$ cat src/rtl/rob_pkg.sv
// Shared types for the reorder-buffer ring: destination types, entry states and the entry payload.
package rob_pkg;

  localparam int unsigned XLEN = 32;

  typedef enum logic [1:0] {
    MEM    = 2'd0,
    REG    = 2'd1,
    BRANCH = 2'd2,
    JL     = 2'd3
  } dest_type_e;

  typedef enum logic [1:0] {
    EMPTY = 2'd0,
    BUSY  = 2'd1,
    DONE  = 2'd2
  } entry_state_e;

  typedef struct packed {
    entry_state_e    state;
    dest_type_e      dtype;
    logic [4:0]      rd;
    logic [XLEN-1:0] value;
    logic            mispred;
    logic [XLEN-1:0] target;
  } rob_entry_t;

endpackage

$ cat src/rtl/rob_ptr.sv
// Wrap-bit ring pointer: TAG_W index bits plus one wrap bit, with increment and synchronous clear.
module rob_ptr #(
  parameter int unsigned TAG_W = 4
) (
  input  logic           clk_in,
  input  logic           rst_n_in,
  input  logic           inc_in,
  input  logic           clr_in,
  output logic [TAG_W:0] ptr_out
);

  localparam int unsigned PW = TAG_W + 1;

  // Depth is a power of two, so natural overflow of the PW-bit value gives the wrap.
  always_ff @(posedge clk_in or negedge rst_n_in) begin
    if (!rst_n_in) begin
      ptr_out <= '0;
    end else if (clr_in) begin
      ptr_out <= '0;
    end else if (inc_in) begin
      ptr_out <= ptr_out + PW'(1);
    end
  end

endmodule

$ cat src/rtl/rob_ring.sv
// Reorder buffer ring: in-order allocate/commit, multi-channel CDB writeback, operand lookup, mispredict flush.
// Optional macro ROB_CDB_BYPASS_EN forwards same-cycle CDB results to the operand lookups.
module rob_ring
  import rob_pkg::*;
#(
  parameter int unsigned DEPTH   = 16,
  parameter int unsigned TAG_W   = $clog2(DEPTH),
  parameter int unsigned NUM_CDB = 2
) (
  input  logic                    clk_in,
  input  logic                    rst_n_in,
  input  logic                    rdy_in,
  input  logic                    alloc_valid_in,
  output logic                    alloc_ready_out,
  input  logic [1:0]              alloc_type_in,
  input  logic [4:0]              alloc_rd_in,
  output logic [TAG_W-1:0]        alloc_tag_out,
  input  logic [NUM_CDB-1:0]      cdb_valid_in,
  input  logic [NUM_CDB*TAG_W-1:0] cdb_tag_in,
  input  logic [NUM_CDB*32-1:0]   cdb_value_in,
  input  logic [NUM_CDB-1:0]      cdb_mispred_in,
  input  logic [NUM_CDB*32-1:0]   cdb_target_in,
  input  logic [2*TAG_W-1:0]      q_tag_in,
  output logic [1:0]              q_ready_out,
  output logic [63:0]             q_value_out,
  output logic                    commit_valid_out,
  input  logic                    commit_ready_in,
  output logic [1:0]              commit_type_out,
  output logic [4:0]              commit_rd_out,
  output logic [31:0]             commit_value_out,
  output logic                    flush_out,
  output logic [31:0]             flush_pc_out,
  output logic [TAG_W:0]          count_out
);

  localparam int unsigned PW = TAG_W + 1;

  rob_entry_t       rob_q [DEPTH];
  rob_entry_t       head_e;
  logic [PW-1:0]    head_ptr, tail_ptr;
  logic [TAG_W-1:0] head_idx, tail_idx;
  logic             full, alloc_fire, commit_fire;

  logic [TAG_W-1:0] cdb_tag    [NUM_CDB];
  logic [XLEN-1:0]  cdb_value  [NUM_CDB];
  logic [XLEN-1:0]  cdb_target [NUM_CDB];
  logic [DEPTH-1:0] wb_en, wb_mispred;
  logic [XLEN-1:0]  wb_value   [DEPTH];
  logic [XLEN-1:0]  wb_target  [DEPTH];
  logic [TAG_W-1:0] q_idx      [2];

  rob_ptr #(.TAG_W(TAG_W)) u_head (
    .clk_in  (clk_in),
    .rst_n_in(rst_n_in),
    .inc_in  (commit_fire),
    .clr_in  (flush_out),
    .ptr_out (head_ptr)
  );

  rob_ptr #(.TAG_W(TAG_W)) u_tail (
    .clk_in  (clk_in),
    .rst_n_in(rst_n_in),
    .inc_in  (alloc_fire),
    .clr_in  (flush_out),
    .ptr_out (tail_ptr)
  );

  assign head_idx        = head_ptr[TAG_W-1:0];
  assign tail_idx        = tail_ptr[TAG_W-1:0];
  assign count_out       = tail_ptr - head_ptr;
  assign full            = (head_idx == tail_idx) && (head_ptr[TAG_W] != tail_ptr[TAG_W]);
  assign alloc_ready_out = ~full;
  assign alloc_tag_out   = tail_idx;
  assign alloc_fire      = alloc_valid_in & ~full & rdy_in;

  assign head_e           = rob_q[head_idx];
  assign commit_valid_out = (head_e.state == DONE);
  assign commit_fire      = commit_valid_out & commit_ready_in & rdy_in;
  assign commit_type_out  = head_e.dtype;
  assign commit_rd_out    = head_e.rd;
  assign commit_value_out = head_e.value;
  assign flush_out        = commit_fire & head_e.mispred;
  assign flush_pc_out     = flush_out ? head_e.target : '0;

  always_comb begin
    for (int c = 0; c < int'(NUM_CDB); c++) begin
      cdb_tag[c]    = cdb_tag_in[c*TAG_W +: TAG_W];
      cdb_value[c]  = cdb_value_in[c*XLEN +: XLEN];
      cdb_target[c] = cdb_target_in[c*XLEN +: XLEN];
    end
  end

  // Per-entry writeback select; scanning channels high-to-low lets the lowest index win.
  always_comb begin
    wb_en      = '0;
    wb_mispred = '0;
    for (int i = 0; i < int'(DEPTH); i++) begin
      wb_value[i]  = '0;
      wb_target[i] = '0;
      for (int c = int'(NUM_CDB) - 1; c >= 0; c--) begin
        if (rdy_in && cdb_valid_in[c] && (cdb_tag[c] == TAG_W'(i)) && (rob_q[i].state == BUSY)) begin
          wb_en[i]      = 1'b1;
          wb_value[i]   = cdb_value[c];
          wb_mispred[i] = cdb_mispred_in[c];
          wb_target[i]  = cdb_target[c];
        end
      end
    end
  end

  always_comb begin
    q_ready_out = '0;
    q_value_out = '0;
    for (int k = 0; k < 2; k++) begin
      q_idx[k] = q_tag_in[k*TAG_W +: TAG_W];
      if (rob_q[q_idx[k]].state == DONE) begin
        q_ready_out[k]              = 1'b1;
        q_value_out[k*XLEN +: XLEN] = rob_q[q_idx[k]].value;
      end
`ifdef ROB_CDB_BYPASS_EN
      if (wb_en[q_idx[k]]) begin
        q_ready_out[k]              = 1'b1;
        q_value_out[k*XLEN +: XLEN] = wb_value[q_idx[k]];
      end
`endif
    end
  end

  // Entry storage; a flush discards any same-cycle allocation and writeback.
  always_ff @(posedge clk_in or negedge rst_n_in) begin
    if (!rst_n_in) begin
      for (int i = 0; i < int'(DEPTH); i++) begin
        rob_q[i] <= '0;
      end
    end else if (rdy_in) begin
      if (flush_out) begin
        for (int i = 0; i < int'(DEPTH); i++) begin
          rob_q[i].state <= EMPTY;
        end
      end else begin
        for (int i = 0; i < int'(DEPTH); i++) begin
          if (wb_en[i]) begin
            rob_q[i].state   <= DONE;
            rob_q[i].value   <= wb_value[i];
            rob_q[i].mispred <= wb_mispred[i];
            rob_q[i].target  <= wb_target[i];
          end
        end
        if (commit_fire) begin
          rob_q[head_idx].state <= EMPTY;
        end
        if (alloc_fire) begin
          rob_q[tail_idx].state   <= BUSY;
          rob_q[tail_idx].dtype   <= dest_type_e'(alloc_type_in);
          rob_q[tail_idx].rd      <= alloc_rd_in;
          rob_q[tail_idx].mispred <= 1'b0;
        end
      end
    end
  end

endmodule

$ cat config.mk
export PLATFORM = sky130hd
export DESIGN_NAME = rob_ring
export DESIGN_NICKNAME = d
export VERILOG_FILES = /design/src/rtl/rob_pkg.sv /design/src/rtl/rob_ptr.sv /design/src/rtl/rob_ring.sv
export SDC_FILE = /design/constraint.sdc
export NUM_CORES = 2
export LEC_CHECK = 0
export BUFFER_PORTS_ARGS = -buffer_cell sky130_fd_sc_hd__buf_2
export CORE_UTILIZATION = 44
export CTS_CLUSTER_DIAMETER = 30
export CTS_CLUSTER_SIZE = 12
export DETAILED_ROUTE_END_ITERATION = 10
export PLACE_DENSITY = 0.66
export SLEW_MARGIN = 20
export SYNTH_ARGS = -nofsm -noshare
export SYNTH_HDL_FRONTEND = slang
export SYNTH_HIERARCHICAL = 1
export SYNTH_SLANG_ARGS = --single-unit
$ cat constraint.sdc
create_clock -name clk_in -period 6.2 [get_ports clk_in]
set_clock_uncertainty 0.05 [all_clocks]
set_input_delay 0.93 -clock clk_in [delete_from_list [all_inputs] [get_ports clk_in]]
set_output_delay 0.93 -clock clk_in [all_outputs]
set_load 0.02 [all_outputs]
Word-level counts from Yosys, hierarchy flattened
Index checks and enable logic that the tools add are counted.
- output and inout bits: 149
- flip-flop bits (word level): 1194
- bits in latches: 0
- input bits: 160
- RAM bits: 0
- logic and storage cells: 520
- memories: 0
- bits in read-only memories: 0
- $add $sub $neg: 3
- shift operators: 0
- reductions and logical operators: 74
- $lt $le $gt $ge: 6
- multipliers: 0
- multiplexer cells: 277
- divide/modulo/power cells: 0
- equality and inequality tests: 51
- bitwise logic cells: 11
- operators by type and width (cell ; number):
    1184-bit bitwise mux ; 5
    1184-bit two-way mux ; 4
    65-bit two-way mux ; 48
    32-bit two-way mux ; 67
    74-bit demux with 4-bit select ; 5
    74-bit binary-select mux with 4-bit select ; 3
    74-bit two-way mux ; 8
    2-bit two-way mux ; 64
    72-bit two-way mux ; 1
    70-bit two-way mux ; 1
    1-bit logical AND ; 69
    1-bit two-way mux ; 66
    4-bit == test (second input constant) ; 16
    33-bit two-way mux ; 1
    2-bit by 1-bit == test with 1-bit output (second input constant) ; 16
    4-bit by 3-bit == test with 1-bit output (second input constant) ; 8
    5-bit greater-or-equal comparator (second input constant) ; 4
    5-bit two-way mux ; 4
    4-bit NOT with 5-bit output ; 4
    4-bit by 2-bit == test with 1-bit output (second input constant) ; 4
    5-bit by 1-bit adder with 5-bit output (second input constant) ; 2
    5-bit by 1-bit < comparator with 1-bit output (second input constant) ; 2
    4-bit by 1-bit == test with 1-bit output (second input constant) ; 2
    4-bit logical NOT ; 2
    other kinds (8) ; 16

Longest topological paths before layout
- word-level depth: 20
- gate-level depth with buffers: 14

By module
Netlist, hierarchy kept.
- by module, submodules not included (module ; instances ; area an instance (µm²) ; cells each ; sequential area each (µm²)):
    rob_ring ; 1 ; 75128.3 ; 5098 ; 29628.4
    rob_ptr ; 2 ; 252.7 ; 22 ; 125.1

Worst setup path before layout
No wires, ideal clock.
- path type: input to output
- start: input port q_tag_in[4]
- end: output port q_value_out[32]
- slack: 1.922 ns
- path buffers: 3
- required time: 5.220 ns
- stages on the path: 6
- arrival: 3.298 ns
- cell sequence: clkbuf_1 -> buf_1 -> buf_1 -> mux4_2 -> mux4_2 -> nor2b_1
- word-level cells in the longest chain between the ends: 6
- ends and longest elaborated chain (element ; RTL line ; text):
    from (decl) ; rob_ring.sv:23 ; input logic [2*TAG_W-1:0] q_tag_in,
    4-bit NOT with 5-bit output (implied by the code) * ; rob_ring.sv:116, rob_ring.sv:118 ;
    74-bit binary-select mux with 4-bit select * ; rob_ring.sv:116, rob_ring.sv:118 ;
    74-bit two-way mux (implied by the code) * (2 in series) ; rob_ring.sv:118 ; q_value_out[k*XLEN +: XLEN] = rob_q[q_idx[k]].value;
    2-bit == test ; rob_ring.sv:116 ; if (rob_q[q_idx[k]].state == DONE) begin
    32-bit two-way mux * ; rob_ring.sv:116 ;
    to (decl) ; rob_ring.sv:25 ; output logic [63:0] q_value_out,
Every way passes the cells marked *; elsewhere a longest branch is shown, timed or not. The select of a mux whose other input is x is not followed.

Worst setup path in the final report
- start: register u_head.ptr_out[1]
- end: output port flush_pc_out[11]
- word-level cells in the longest chain between the ends: 9
- ends and longest elaborated chain (element ; RTL line ; text):
    from (decl) ; rob_ptr.sv:9 ; output logic [TAG_W:0] ptr_out
    from (signal assigned) ; rob_ptr.sv:21 ; ptr_out <= ptr_out + PW'(1);
    4-bit NOT with 5-bit output (implied by the code) * ; rob_ring.sv:76 ; assign head_e = rob_q[head_idx];
    74-bit binary-select mux with 4-bit select * ; rob_ring.sv:76 ;
    74-bit two-way mux (implied by the code) * (2 in series) ; rob_ring.sv:76 ;
    2-bit == test ; rob_ring.sv:77 ; assign commit_valid_out = (head_e.state == DONE);
    1-bit AND (2 in series) ; rob_ring.sv:78 ; assign commit_fire = commit_valid_out & commit_ready_in & rdy_in;
    1-bit AND ; rob_ring.sv:82 ; assign flush_out = commit_fire & head_e.mispred;
    32-bit two-way mux * ; rob_ring.sv:83 ; assign flush_pc_out = flush_out ? head_e.target : '0;
    to (decl) ; rob_ring.sv:32 ; output logic [31:0] flush_pc_out,
Marked as above.

==> results.ini <==
[placement]
io_buffers = 308
place_area_sq_um = 79250
dp_hpwl_microns = 145100
gp_congestion = 0.9392

[clocking]
cts_tree = built
numCtsBuffers = 324
path_clk_slew_ps = 40
clk_latency_ps = 910
cts_setup_buffers = 0
htree_levels = 5
clock-sinks = 1194
postCtsHoldBufs = 0
clk_path_buf_depth = 4
cts_root_buf = clkbuf_16
postCtsResizedCells = 0

[timing]
hold_slack_ps = 34.88
rsz0062_at_grt = no
maxSlewHeadroom = 0.1868
max_slew.worst_pin.slew_ps = 1217
fin_setup_tns_ps = 0
finalSetupViolations = 0
finalCritPeriodShare = 0.9478
slew_viol_final = 0
period_needed_ps = 5876
fmax_ghz = 0.1702
finalHoldViolations = 0

[layout]
multi_input_area_sq_um = 43530
seq_area_sq_um = 29890
fin_nets = 5517
syn_to_final_growth_pct = 19.32
fin_util = 0.5307
finalInstanceArea_sq_um = 90250
drive_gt1_frac = 0.6245
n_fill_cell = 13890

[synthesis]
ys_seq_elements = 1194
async_reset_ff_frac = 1.000
avgSynthCellArea_sq_um = 14.71
ys_seq_area_frac = 0.3950
yosys.area.top_type = dfrtp_1
netlist.area_leader.share = 0.3950
synth.most_common_cell = mux2_2
synth_nets = 5309
syn-cell-area_sq_um = 75630
yosysUniqueCellTypes = 65
yosysWarnings = 6
synth_edf_count = 0
synth_common_cells = mux2_2, dfrtp_1, mux4_2, mux2_1, clkbuf_1
synth_ff_type = dfrtp_1
synth_cells = 5142
synthTopCellsByArea = dfrtp_1, mux2_2, mux4_2

[routing]
ant_nets = 0
drc_errors = 0
via_per_inst = 6.484
wl_per_cell_microns = 32.42
vias = 50770
drt_iter0_markers = 4703
dr.pass1.iters = 5
routed_wl_microns = 253800

[pwr]
peakVddDrop_mv = 0.4599
power_uw = 40180
cellLeakagePower_uw = 0.03927
power_density_nw_per_um2 = 445.3

[global_route]
grt_use_met2 = 0.4675
grt_max_degree = 160
grt_pass1_wl_microns = 376700
grt.overflow.total = 0
grt_usage = 0.2931
grt_util_met1 = 0.3826
met3_usage = 0.05471
first_global_vias = 53610
antenna_found_initial = 53
busiest_layer = met2

[min_path]
hold_path_class = in2async

[worst_setup_path]
crit_arrival_ps = 4900
startpoint = u_head/ptr_out[1]
rr_worst_depth = 8
crit_path_max_fanout = 56
r2r-end = rob_q[229]
worst-setup-path-type = reg2out
startpoint_type = register
critical_path.endpoint = flush_pc_out[11]
rrSetupSlack_ps = 1660
worstSetupEndpointType = output pin
required_ps = 5220
worstReg2RegStart = u_head/ptr_out[1]

[die]
start_util = 0.4448
die_y_microns = 416.6
dieArea_sq_um = 173600
core_sq_um = 170000
std_cell_rows = 151
top_level_ports = 309
die_x_microns = 416.6

[run_status]
status = finished, final reports clean

[flow_run]
cap_violations = 0

power by group:
| part | total [uW] | switching, uW | internal, uW |
|---|---|---|---|
| Sequential | 12300 | 2100 | 10300 |
| Clock | 16800 | 5070 | 11800 |
| Combinational | 11000 | 4960 | 6040 |
critical path: stages (launching register included):
cell     delay [ps]
dfrtp_4         830
buf_16          330
buf_4           820
buf_4           640
mux4_2          400
mux4_2          550
and3_1          220
buf_2           160
layout by cell type, fill, tap and decap left out, types with 9 or more instances in the layout:
cell | Yosys | routed
nor2b_1 | 102 | 102
clkinvlp_4 | 0 | 20
nand4_1 | 10 | 10
and3_1 | 41 | 38
mux4_2 | 684 | 684
nand2b_1 | 24 | 24
inv_1 | 16 | 16
buf_4 | 12 | 81
dfrtp_1 | 1194 | 1191
clkinv_2 | 0 | 74
a21oi_4 | 4 | 13
diode_2 | 0 | 19
a31oi_1 | 9 | 9
mux2_2 | 1794 | 1794
buf_2 | 84 | 299
clkbuf_16 | 0 | 328
mux2i_1 | 21 | 21
buf_12 | 0 | 38
nand2_1 | 62 | 60
nor2_1 | 37 | 32
a2bb2oi_1 | 10 | 10
clkbuf_1 | 357 | 44
a211oi_1 | 11 | 11
a21oi_2 | 17 | 16
mux2_1 | 371 | 371
clkbuf_8 | 0 | 43
nand3_1 | 14 | 12
o21ai_0 | 28 | 26
and2_1 | 12 | 10
bufinv_16 | 0 | 41
a21oi_1 | 31 | 23
sequential cells by signal (all words and copies together), names as in the netlist:
name and count:
u_head/ptr_out 5, rob_q 1184, u_tail/ptr_out 5
through the flow:
stage | setup slack, ps | instances
after CTS | 314.9 | 7809
final | 323.7 | 7829
after detailed placement | 1244 | 7241
after global placement | 1092 | 7237
after global routing | 255.2 | 7825
after floorplan | 1922 | 5142
area by class of cell:
| cell class | instances | share of cell area |
|---|---|---|
| repair buffers | 426 | 0.03337 |
| multi-input cells | 3387 | 0.4823 |
| flip-flops and latches | 1194 | 0.3312 |
| clock inverters | 153 | 0.02170 |
| inverters | 17 | 0.0007903 |
| well taps | 2218 | 0.03075 |
| clock buffers | 415 | 0.09934 |
| diodes | 19 | 0.0005268 |
per-layer routing:
metal  vias to the layer above  wire (microns)
met1                     27240          102200
met3                       667           16930
met5                         -             161
met4                        24           12690
li1                      20520               -
met2                      2314          121900
worst min-delay path by stage:
stage / startpoint / end / slack [ps] / cells after the start
after detailed placement: rob_q[82] / rob_q[82] / 420 / 1
after global routing: rst_n_in / rob_q[46] / 80 / 1
after CTS: rst_n_in / rob_q[1076] / 40 / 1
after floorplan: rob_q[100] / rob_q[100] / 400 / 1
final: rst_n_in / rob_q[42] / 30 / 1
after global placement: rob_q[396] / rob_q[396] / 410 / 1
kinds of logic (layout without fill, tap and decap cells):
group,Yosys count,in the layout,synth area share
DFF,1194,1194,0.3950
buffers and inverters,561,1011,0.03290
adders and majority gates,7,7,0.001257
other,0,19,0
and+or+nand+nor,340,340,0.02534
muxes,2872,2872,0.5292
xor gates and xnor gates,6,6,0.0006948
AOI/OAI and AO/OA,162,162,0.01557
(Power assumes the default switching activity.)
